## src/rtl/regfile_read_arbiter_if.sv

```systemverilog
// Request/response and read-mux bus between requesters and the arbiter.
// Ports: req_valid/req_addr/req_ready, mux_select/mux_data, rsp_valid/rsp_data, busy.
interface regfile_read_arbiter_if #(
    parameter int NUM_REQ = 4,
    parameter int ADDR_W  = 5,
    parameter int DATA_W  = 32
);
    logic [NUM_REQ-1:0]        req_valid;
    logic [NUM_REQ*ADDR_W-1:0] req_addr;
    logic [NUM_REQ-1:0]        req_ready;
    logic [ADDR_W-1:0]         mux_select;
    logic [DATA_W-1:0]         mux_data;
    logic [NUM_REQ-1:0]        rsp_valid;
    logic [DATA_W-1:0]         rsp_data;
    logic                      busy;

    // Requesters plus the read mux: drive requests and mux data.
    modport master (
        output req_valid,
        output req_addr,
        output mux_data,
        input  req_ready,
        input  mux_select,
        input  rsp_valid,
        input  rsp_data,
        input  busy
    );

    // The arbiter itself.
    modport slave (
        input  req_valid,
        input  req_addr,
        input  mux_data,
        output req_ready,
        output mux_select,
        output rsp_valid,
        output rsp_data,
        output busy
    );
endinterface

```

## src/rtl/regfile_read_arbiter.sv

```systemverilog
// Round-robin arbiter sharing one register-file read mux among NUM_REQ
// requesters; registered select, registered one-hot response pulse.
// Ports: clk, rst (sync, active-high), bus (slave modport):
//   req_valid/req_addr in, req_ready out (one-hot grant),
//   mux_select out, mux_data in, rsp_valid/rsp_data out, busy out.
// Option: define REGFILE_ARB_ZERO_REG_EN to force reads of address 0 to 0.
module regfile_read_arbiter #(
    parameter int NUM_REQ = 4,
    parameter int ADDR_W  = 5,
    parameter int DATA_W  = 32
) (
    input  logic                  clk,
    input  logic                  rst,
    regfile_read_arbiter_if.slave bus
);
    localparam int PTR_W = (NUM_REQ > 1) ? $clog2(NUM_REQ) : 1;

    typedef enum logic [0:0] {
        S_IDLE,
        S_READ
    } state_e;

    state_e             state_q;
    state_e             state_d;
    logic [PTR_W-1:0]   rr_ptr_q;
    logic [PTR_W-1:0]   rr_ptr_d;
    logic [PTR_W-1:0]   gnt_id_q;
    logic [PTR_W-1:0]   gnt_id_d;
    logic [ADDR_W-1:0]  sel_q;
    logic [ADDR_W-1:0]  sel_d;
    logic [NUM_REQ-1:0] rsp_vld_q;
    logic [NUM_REQ-1:0] rsp_vld_d;
    logic [DATA_W-1:0]  rsp_data_q;
    logic [DATA_W-1:0]  rsp_data_d;
    logic [NUM_REQ-1:0] ready;

    logic               win_vld;
    logic [PTR_W-1:0]   win_idx;
    logic [ADDR_W-1:0]  win_addr;
    logic [DATA_W-1:0]  rd_data;

    // Scan from the requester after the last winner, wrapping once.
    always_comb begin
        int         idx;
        logic [PTR_W-1:0] idx_p;
        win_vld = 1'b0;
        win_idx = '0;
        idx     = 0;
        idx_p   = '0;
        for (int k = 1; k <= NUM_REQ; k++) begin
            idx = int'(rr_ptr_q) + k;
            if (idx >= NUM_REQ) begin
                idx = idx - NUM_REQ;
            end
            idx_p = PTR_W'(idx);
            if (!win_vld && bus.req_valid[idx_p]) begin
                win_vld = 1'b1;
                win_idx = idx_p;
            end
        end
    end

    assign win_addr = bus.req_addr[int'(win_idx)*ADDR_W +: ADDR_W];

    // The mux sees sel_q during READ, so address 0 is detected there.
`ifdef REGFILE_ARB_ZERO_REG_EN
    assign rd_data = (sel_q == '0) ? '0 : bus.mux_data;
`else
    assign rd_data = bus.mux_data;
`endif

    always_comb begin
        state_d    = state_q;
        rr_ptr_d   = rr_ptr_q;
        gnt_id_d   = gnt_id_q;
        sel_d      = sel_q;
        rsp_vld_d  = '0;
        rsp_data_d = rsp_data_q;
        ready      = '0;
        case (state_q)
            S_IDLE: begin
                // Ready only goes to a valid requester, so any
                // winner is a handshake.
                if (win_vld) begin
                    ready    = NUM_REQ'(1) << win_idx;
                    sel_d    = win_addr;
                    gnt_id_d = win_idx;
                    rr_ptr_d = win_idx;
                    state_d  = S_READ;
                end
            end
            S_READ: begin
                rsp_data_d = rd_data;
                rsp_vld_d  = NUM_REQ'(1) << gnt_id_q;
                state_d    = S_IDLE;
            end
            default: begin
                state_d = S_IDLE;
            end
        endcase
    end

    always_ff @(posedge clk) begin
        if (rst) begin
            state_q    <= S_IDLE;
            rr_ptr_q   <= PTR_W'(NUM_REQ - 1);
            gnt_id_q   <= '0;
            sel_q      <= '0;
            rsp_vld_q  <= '0;
            rsp_data_q <= '0;
        end else begin
            state_q    <= state_d;
            rr_ptr_q   <= rr_ptr_d;
            gnt_id_q   <= gnt_id_d;
            sel_q      <= sel_d;
            rsp_vld_q  <= rsp_vld_d;
            rsp_data_q <= rsp_data_d;
        end
    end

    assign bus.req_ready  = ready;
    assign bus.mux_select = sel_q;
    assign bus.rsp_valid  = rsp_vld_q;
    assign bus.rsp_data   = rsp_data_q;
    assign bus.busy       = (state_q == S_READ);
endmodule
```

## src/flat_wrapper.sv

```systemverilog
// flat-port wrapper written by rule: the top's interface ports become plain ports
module regfile_read_arbiter_flat 
#(
    parameter int NUM_REQ = 4,
    parameter int ADDR_W  = 5,
    parameter int DATA_W  = 32
)
  (clk, rst, bus_req_valid, bus_req_addr, bus_mux_data, bus_req_ready, bus_mux_select, bus_rsp_valid, bus_rsp_data, bus_busy);
  regfile_read_arbiter_if #(.NUM_REQ(NUM_REQ), .ADDR_W(ADDR_W), .DATA_W(DATA_W)) bus_i ();
  input  logic clk;
  input  logic rst;
  input wire logic [$bits(bus_i.req_valid)-1:0] bus_req_valid;
  input wire logic [$bits(bus_i.req_addr)-1:0] bus_req_addr;
  input wire logic [$bits(bus_i.mux_data)-1:0] bus_mux_data;
  output wire logic [$bits(bus_i.req_ready)-1:0] bus_req_ready;
  output wire logic [$bits(bus_i.mux_select)-1:0] bus_mux_select;
  output wire logic [$bits(bus_i.rsp_valid)-1:0] bus_rsp_valid;
  output wire logic [$bits(bus_i.rsp_data)-1:0] bus_rsp_data;
  output wire logic [$bits(bus_i.busy)-1:0] bus_busy;
  assign bus_i.req_valid = bus_req_valid;
  assign bus_i.req_addr = bus_req_addr;
  assign bus_i.mux_data = bus_mux_data;
  assign bus_req_ready = bus_i.req_ready;
  assign bus_mux_select = bus_i.mux_select;
  assign bus_rsp_valid = bus_i.rsp_valid;
  assign bus_rsp_data = bus_i.rsp_data;
  assign bus_busy = bus_i.busy;
  regfile_read_arbiter #(.NUM_REQ(NUM_REQ), .ADDR_W(ADDR_W), .DATA_W(DATA_W)) u_core (.clk(clk), .rst(rst), .bus(bus_i));
endmodule
```

## config.mk

```make
export PLATFORM = sky130hd
export DESIGN_NAME = regfile_read_arbiter_flat
export DESIGN_NICKNAME = d
export VERILOG_FILES = /design/src/rtl/regfile_read_arbiter_if.sv /design/src/rtl/regfile_read_arbiter.sv /design/src/flat_wrapper.sv
export SDC_FILE = /design/constraint.sdc
export NUM_CORES = 1
export LEC_CHECK = 0
export BUFFER_PORTS_ARGS = -buffer_cell sky130_fd_sc_hd__buf_2
export CORE_MARGIN = 2
export CORE_UTILIZATION = 44
export CTS_CLUSTER_DIAMETER = 60
export DETAILED_ROUTE_END_ITERATION = 10
export HOLD_SLACK_MARGIN = 0.15
export PLACE_DENSITY = 0.82
export SYNTH_ARGS = -nofsm -noshare
export SYNTH_HDL_FRONTEND = slang
export SYNTH_SLANG_ARGS = --single-unit
```

## constraint.sdc

```tcl
create_clock -name clk -period 1.84 [get_ports clk]
set_clock_uncertainty 0.1 [all_clocks]
set_input_delay 0.092 -clock clk [delete_from_list [all_inputs] [get_ports clk]]
set_output_delay 0.092 -clock clk [all_outputs]
set_load 0.1 [all_outputs]
```

* Word-level counts from Yosys, hierarchy flattened
Index checks and enable logic that the tools add are counted.
** Word-level totals
- Bits in registers :: 46
- Output and inout port bits :: 46
- Word-level logic and storage cells :: 59
** Cells by class
- Add/sub/neg operators :: 8
- Multiply operators :: 1
- Order comparisons :: 8
- Shifts and indexed selects :: 3
- Muxes and demuxes :: 24
- Bitwise gates (word level) :: 1
- Reductions and logical operators :: 8
** Operator list (number)
- 20-bit by 32-bit indexed part select with 5-bit output :: 1
- 2-bit two-way mux :: 8
- 2-bit by 3-bit < comparator with 1-bit output, second input constant :: 4
- 3-bit greater-or-equal comparator, second input constant :: 3
- 1-bit two-way mux :: 9
- 1-bit binary-select mux with 2-bit select :: 4
- 4-bit two-way mux :: 2
- 1-bit by 2-bit left shift with 4-bit output, first input constant :: 2
- 2-bit by 1-bit subtractor with 2-bit output, second input constant :: 4
- 2-bit by 2-bit adder with 3-bit output, second input constant :: 2
- 2-bit by 3-bit multiplier with 5-bit output, second input constant :: 1
- 2-bit by 3-bit adder with 4-bit output, second input constant :: 1
- 4-bit by 3-bit greater-or-equal comparator with 1-bit output, second input constant :: 1
- 2-bit by 1-bit adder with 3-bit output, second input constant :: 1
- 1-bit logical AND :: 3
- 1-bit logical NOT :: 3
- 1-bit one-hot mux with 2 select lines :: 1
- 2-bit AND reduction :: 1
- 2-bit OR reduction :: 1
- 1-bit inverter :: 1

* Depth between registers and ports, before layout
- Depth after elaboration :: 18
- Depth in mapped cells :: 7
- Depth with buffers taken out :: 5

* Least setup slack after synthesis
OpenSTA, ideal clock, no wires.
- Path kind :: register to output
- Start point :: register u_core.state_q (netlist: u_core.bus.busy)
- End point :: output bus_req_ready[3]
- Arrival time :: 3.312 ns
- Data required time :: 1.648 ns
- Setup slack :: -1.664 ns
- Cell stages (with the launch flop) :: 4
- Cells stage by stage :: dfxtp_1 clkbuf_1 buf_2 nor3_1
** Between the ends
- Word-level cells in the longest chain between the ends :: 1
** Ends and longest elaborated chain
- from (decl) :: line regfile_read_arbiter.sv:23 : state_e state_q;
- from (signal assigned) :: line regfile_read_arbiter.sv:112 : state_q <= state_d;
- 4-bit two-way mux :: line regfile_read_arbiter.sv:80 : case (state_q)
- to (decl) :: line flat_wrapper.sv:15 : output wire logic [$bits(bus_i.req_ready)-1:0] bus_req_ready;
No other way between the ends.

* Final worst setup path
- Start point :: register u_core.rr_ptr_q[1]
- End point :: output bus_req_ready[0]
** Between the ends
- Word-level cells in the longest chain between the ends :: 18
** Ends and longest elaborated chain
- from (decl) :: line regfile_read_arbiter.sv:25 : logic [PTR_W-1:0] rr_ptr_q;
- from (signal assigned) :: line regfile_read_arbiter.sv:106 : rr_ptr_q <= PTR_W'(NUM_REQ - 1);
- from (signal assigned) :: line regfile_read_arbiter.sv:113 : rr_ptr_q <= rr_ptr_d;
- 2-bit by 1-bit adder with 3-bit output :: line regfile_read_arbiter.sv:51 : idx = int'(rr_ptr_q) + k;
- 3-bit greater-or-equal comparator or 2-bit by 1-bit subtractor with 2-bit output (tied branches) :: line regfile_read_arbiter.sv:52, regfile_read_arbiter.sv:53
- 2-bit two-way mux :: line regfile_read_arbiter.sv:52 : if (idx >= NUM_REQ) begin
- 1-bit binary-select mux with 2-bit select :: line regfile_read_arbiter.sv:56 : if (!win_vld && bus.req_valid[idx_p]) begin
- 1-bit two-way mux (not written as such) :: line regfile_read_arbiter.sv:56
- 1-bit two-way mux :: line regfile_read_arbiter.sv:56
- 1-bit logical NOT :: line regfile_read_arbiter.sv:56
- 1-bit logical AND :: line regfile_read_arbiter.sv:56
- [... 2 more ...]
- 1-bit logical AND :: line regfile_read_arbiter.sv:56
- 1-bit two-way mux :: line regfile_read_arbiter.sv:56
- 1-bit logical NOT :: line regfile_read_arbiter.sv:56
- 1-bit logical AND :: line regfile_read_arbiter.sv:56
- 2-bit two-way mux :: line regfile_read_arbiter.sv:56
- 1-bit by 2-bit left shift with 4-bit output :: line regfile_read_arbiter.sv:85 : ready = NUM_REQ'(1) << win_idx;
- 4-bit two-way mux (*) :: line regfile_read_arbiter.sv:84 : if (win_vld) begin
- 4-bit two-way mux (*) :: line regfile_read_arbiter.sv:80
Mark *: on every way between the ends. The rest lies on a longest branch, timed or not. The select of a mux whose other input is x is not followed.

==> results.cfg <==
[status]
status = finished with violations
violations = setup timing

[timing]
worst_pin_slew_ps = 537
min_period_ps = 1890
timing.final.crit_share_pct = 102
fmax_ghz = 0.530
setup_violations = 4
rsz0062_at_grt = yes
maxSlewViolCount = 0
slew_headroom_pct = 64.2
hold_viol_final = 0
layout_setup_ws_ps = -45.1

[floorplan]
ios = 104
dieArea_um2 = 5010
die_h_um = 70.8
initial_utilization_pct = 45.4
coreArea_um2 = 4320
dieWidth_um = 70.8
rows = 24

[final_layout]
final_cell_count_no_fill = 399
layout-drive-gt1-share_pct = 42.1
nets = 404
seqCellArea_um2 = 930
num_antenna_cells = 0
finalCoreUtilization_pct = 75.4
num-fill-cells = 308
multi_input_area_um2 = 1040
area_growth_syn_to_layout_pct = 66.0

[drt]
wl_met1_mm = 2.26
antenna_left = 0
viasPerCell = 5.22
totalWireLength_mm = 6.07
wl_per_cell_um = 15.2
drtIter0Drc = 77
dr.pass1.iters = 4
via_count = 2082
wl_met3_um = 334
top_layer = met4
route.detailed.drc = 0
wl_met2_mm = 3.30

[setup_path]
crit_path_max_fanout = 7
rr_worst_depth = 8
reg2reg_slack_ps = 50
startpoint_type = flip-flop
worstSetupEndpointType = output port
critPathArrivalTime_ps = 1690
cp.required_ps = 1650
reg2reg_to = u_core.bus.mux_select[0]
crit_type = reg2out
r2r_start = u_core.rr_ptr_q[1]

[synth]
mappedNetlistNets = 250
synth.avg_cell_area_um2 = 10.2
netlist_area_um2 = 1960
synth_warnings = 0
yosysSeqAreaShare_pct = 46.9
syn_inst = 192
yosys.area.top_type = dfxtp_1
synth_seq_cells = 46
yosys-top-cells-area = dfxtp_1 (47%), mux2i_1 (21%), nor2_1 (7.3%)
synth_top_area_share_pct = 46.9
yosysUniqueCellTypes = 34

[cts]
ctsRootBufferMaster = clkbuf_8
cts.clk_slew.worst_paths_ps = 80
clockBufferDepth = 2
clk_latency_ps = 290
cts.sinks = 46
cts_tree = yes
cts_made_buffers = 5
htreeDepth = 2

[power]
p_leak_uw = 0.00157
ir_drop_uv = 523
p_total_uw = 2950
cellPowerDensity_nw_per_um2 = 904

[place]
portBuffers = 103
dp_slack_ps = 92.2
place_hpwl_mm = 3.42
place_inst = 341
gp_congestion = 0.842

[grt]
gr-total-overflow = 0
grt_max_degree = 33
track_usage_pct = 24.1
antenna_found_initial = 0
grt_pass1_vias = 2116
grt_first_pass_wirelength_mm = 9.58

[flow_run]
drv_cap = 0

[hold_path]
hold_class = in2reg
min_from = bus_req_addr[8]
hold_depth = 4
min_to = u_core.bus.mux_select[3]
==> area by class of cell <==
| type | count | area share, % |
|---|---|---|
| Clock buffer | 6 | 2.23 |
| Clock inverter | 2 | 0.422 |
| Inverter | 1 | 0.115 |
| Multi-Input combinational cell | 132 | 31.9 |
| Sequential cell | 46 | 28.5 |
| Tap cell | 52 | 2.00 |
| Timing Repair Buffer | 160 | 34.8 |
==> critical path: stages (launching register included) <==
cell and delay, ps:
dfxtp_4 370, nand2b_4 140, a21oi_2 120, o221a_1 250, buf_6 160, and3_4 190
buf_12 170
==> layout by cell type (no fill, tap or decap), drive strengths merged, types with 2 or more instances in the layout <==
cell type | synthesis | final
o311ai | 4 | 4
nor3 | 2 | 2
mux2 | 2 | 2
clkbuf | 7 | 6
and3 | 2 | 2
nor2 | 40 | 40
clkinv | 0 | 2
a21oi | 3 | 3
nand3b | 5 | 5
and2 | 2 | 2
or3 | 2 | 2
nand2b | 2 | 2
nor3b | 6 | 6
mux2i | 41 | 41
dlygate4sd3 | 0 | 43
nor4bb | 2 | 2
o221ai | 5 | 5
dfxtp | 46 | 46
buf | 6 | 117
nand2 | 3 | 3
==> logic make-up after synthesis <==
group / synth area share [%]
mux: 22.4
flops: 46.9
simple gates: 18.7
compound gates: 8.29
buf+inv: 3.70
==> metal layers <==
metal | vias up | global-route usage [%]
li1 | 992 | -
met1 | 983 | 25.4
met2 | 87 | 44.8
met3 | 20 | 6.27
met4 | 0 | 10.7
met5 | - | 0
==> power breakdown <==
| part | internal [uW] | switching [uW] |
|---|---|---|
| combinational | 397 | 830 |
| sequential | 1070 | 52.1 |
| clock | 268 | 327 |
==> stage by stage <==
stage,area [um^2],setup TNS (ps),hold WS [ps]
6_report,3260,-97.5,190
5_1_grt,3260,-421,209
4_1_cts,3210,-112,196
3_5_place_dp,2620,0,239
3_3_place_gp,2620,0,222
2_1_floorplan,1980,-475,139
==> sequential cells by signal, summed over array words and instances, names as in the netlist <==
register,flops
u_core.bus.rsp_valid,4
u_core.bus.rsp_data,32
u_core.gnt_id_q,2
u_core.rr_ptr_q,2
u_core.bus.mux_select,5
u_core.bus.busy,1
==> synthesized netlist by cell type (all sizes together) <==
library cell	count
nand2	3
nor4bb	2
a311o	1
clkbuf	7
a211o	1
and4b	1
and2	2
nor3	2
or2	1
mux2	2
o311ai	4
o22ai	1
dfxtp	46
nor3b	6
buf	6
a21oi	3
and3	2
and2b	1
nor2	40
o221a	1
o221ai	5
nor4b	1
o31ai	1
o21bai	1
nand2b	2
inv	1
or3	2
nand3b	5
mux2i	41
a21o	1
==> repair_timing <==
item,4_1_cts,5_1_grt
hold buffers,43,0
endpoints found under the hold margin,37,0
buffers inserted,5,3
resized for setup,11,7
endpoints found under the setup margin,4,6
pin swaps,3,3
==> worst max-delay path by stage <==
| stage | from | to | slack (ps) | cells after the start |
|---|---|---|---|---|
| finish | u_core.rr_ptr_q[1] | bus_req_ready[0] | -50 | 6 |
| global route | u_core.rr_ptr_q[1] | bus_req_ready[1] | -110 | 6 |
| CTS | u_core.rr_ptr_q[1] | bus_req_ready[3] | -40 | 6 |
| detailed placement | u_core.rr_ptr_q[1] | u_core.bus.mux_select[2] | 90 | 6 |
| global placement | u_core.rr_ptr_q[1] | bus_req_ready[0] | 170 | 5 |
| floorplan | u_core.rr_ptr_q[1] | bus_req_ready[1] | -240 | 6 |
Power figures use the tool's default switching activity.
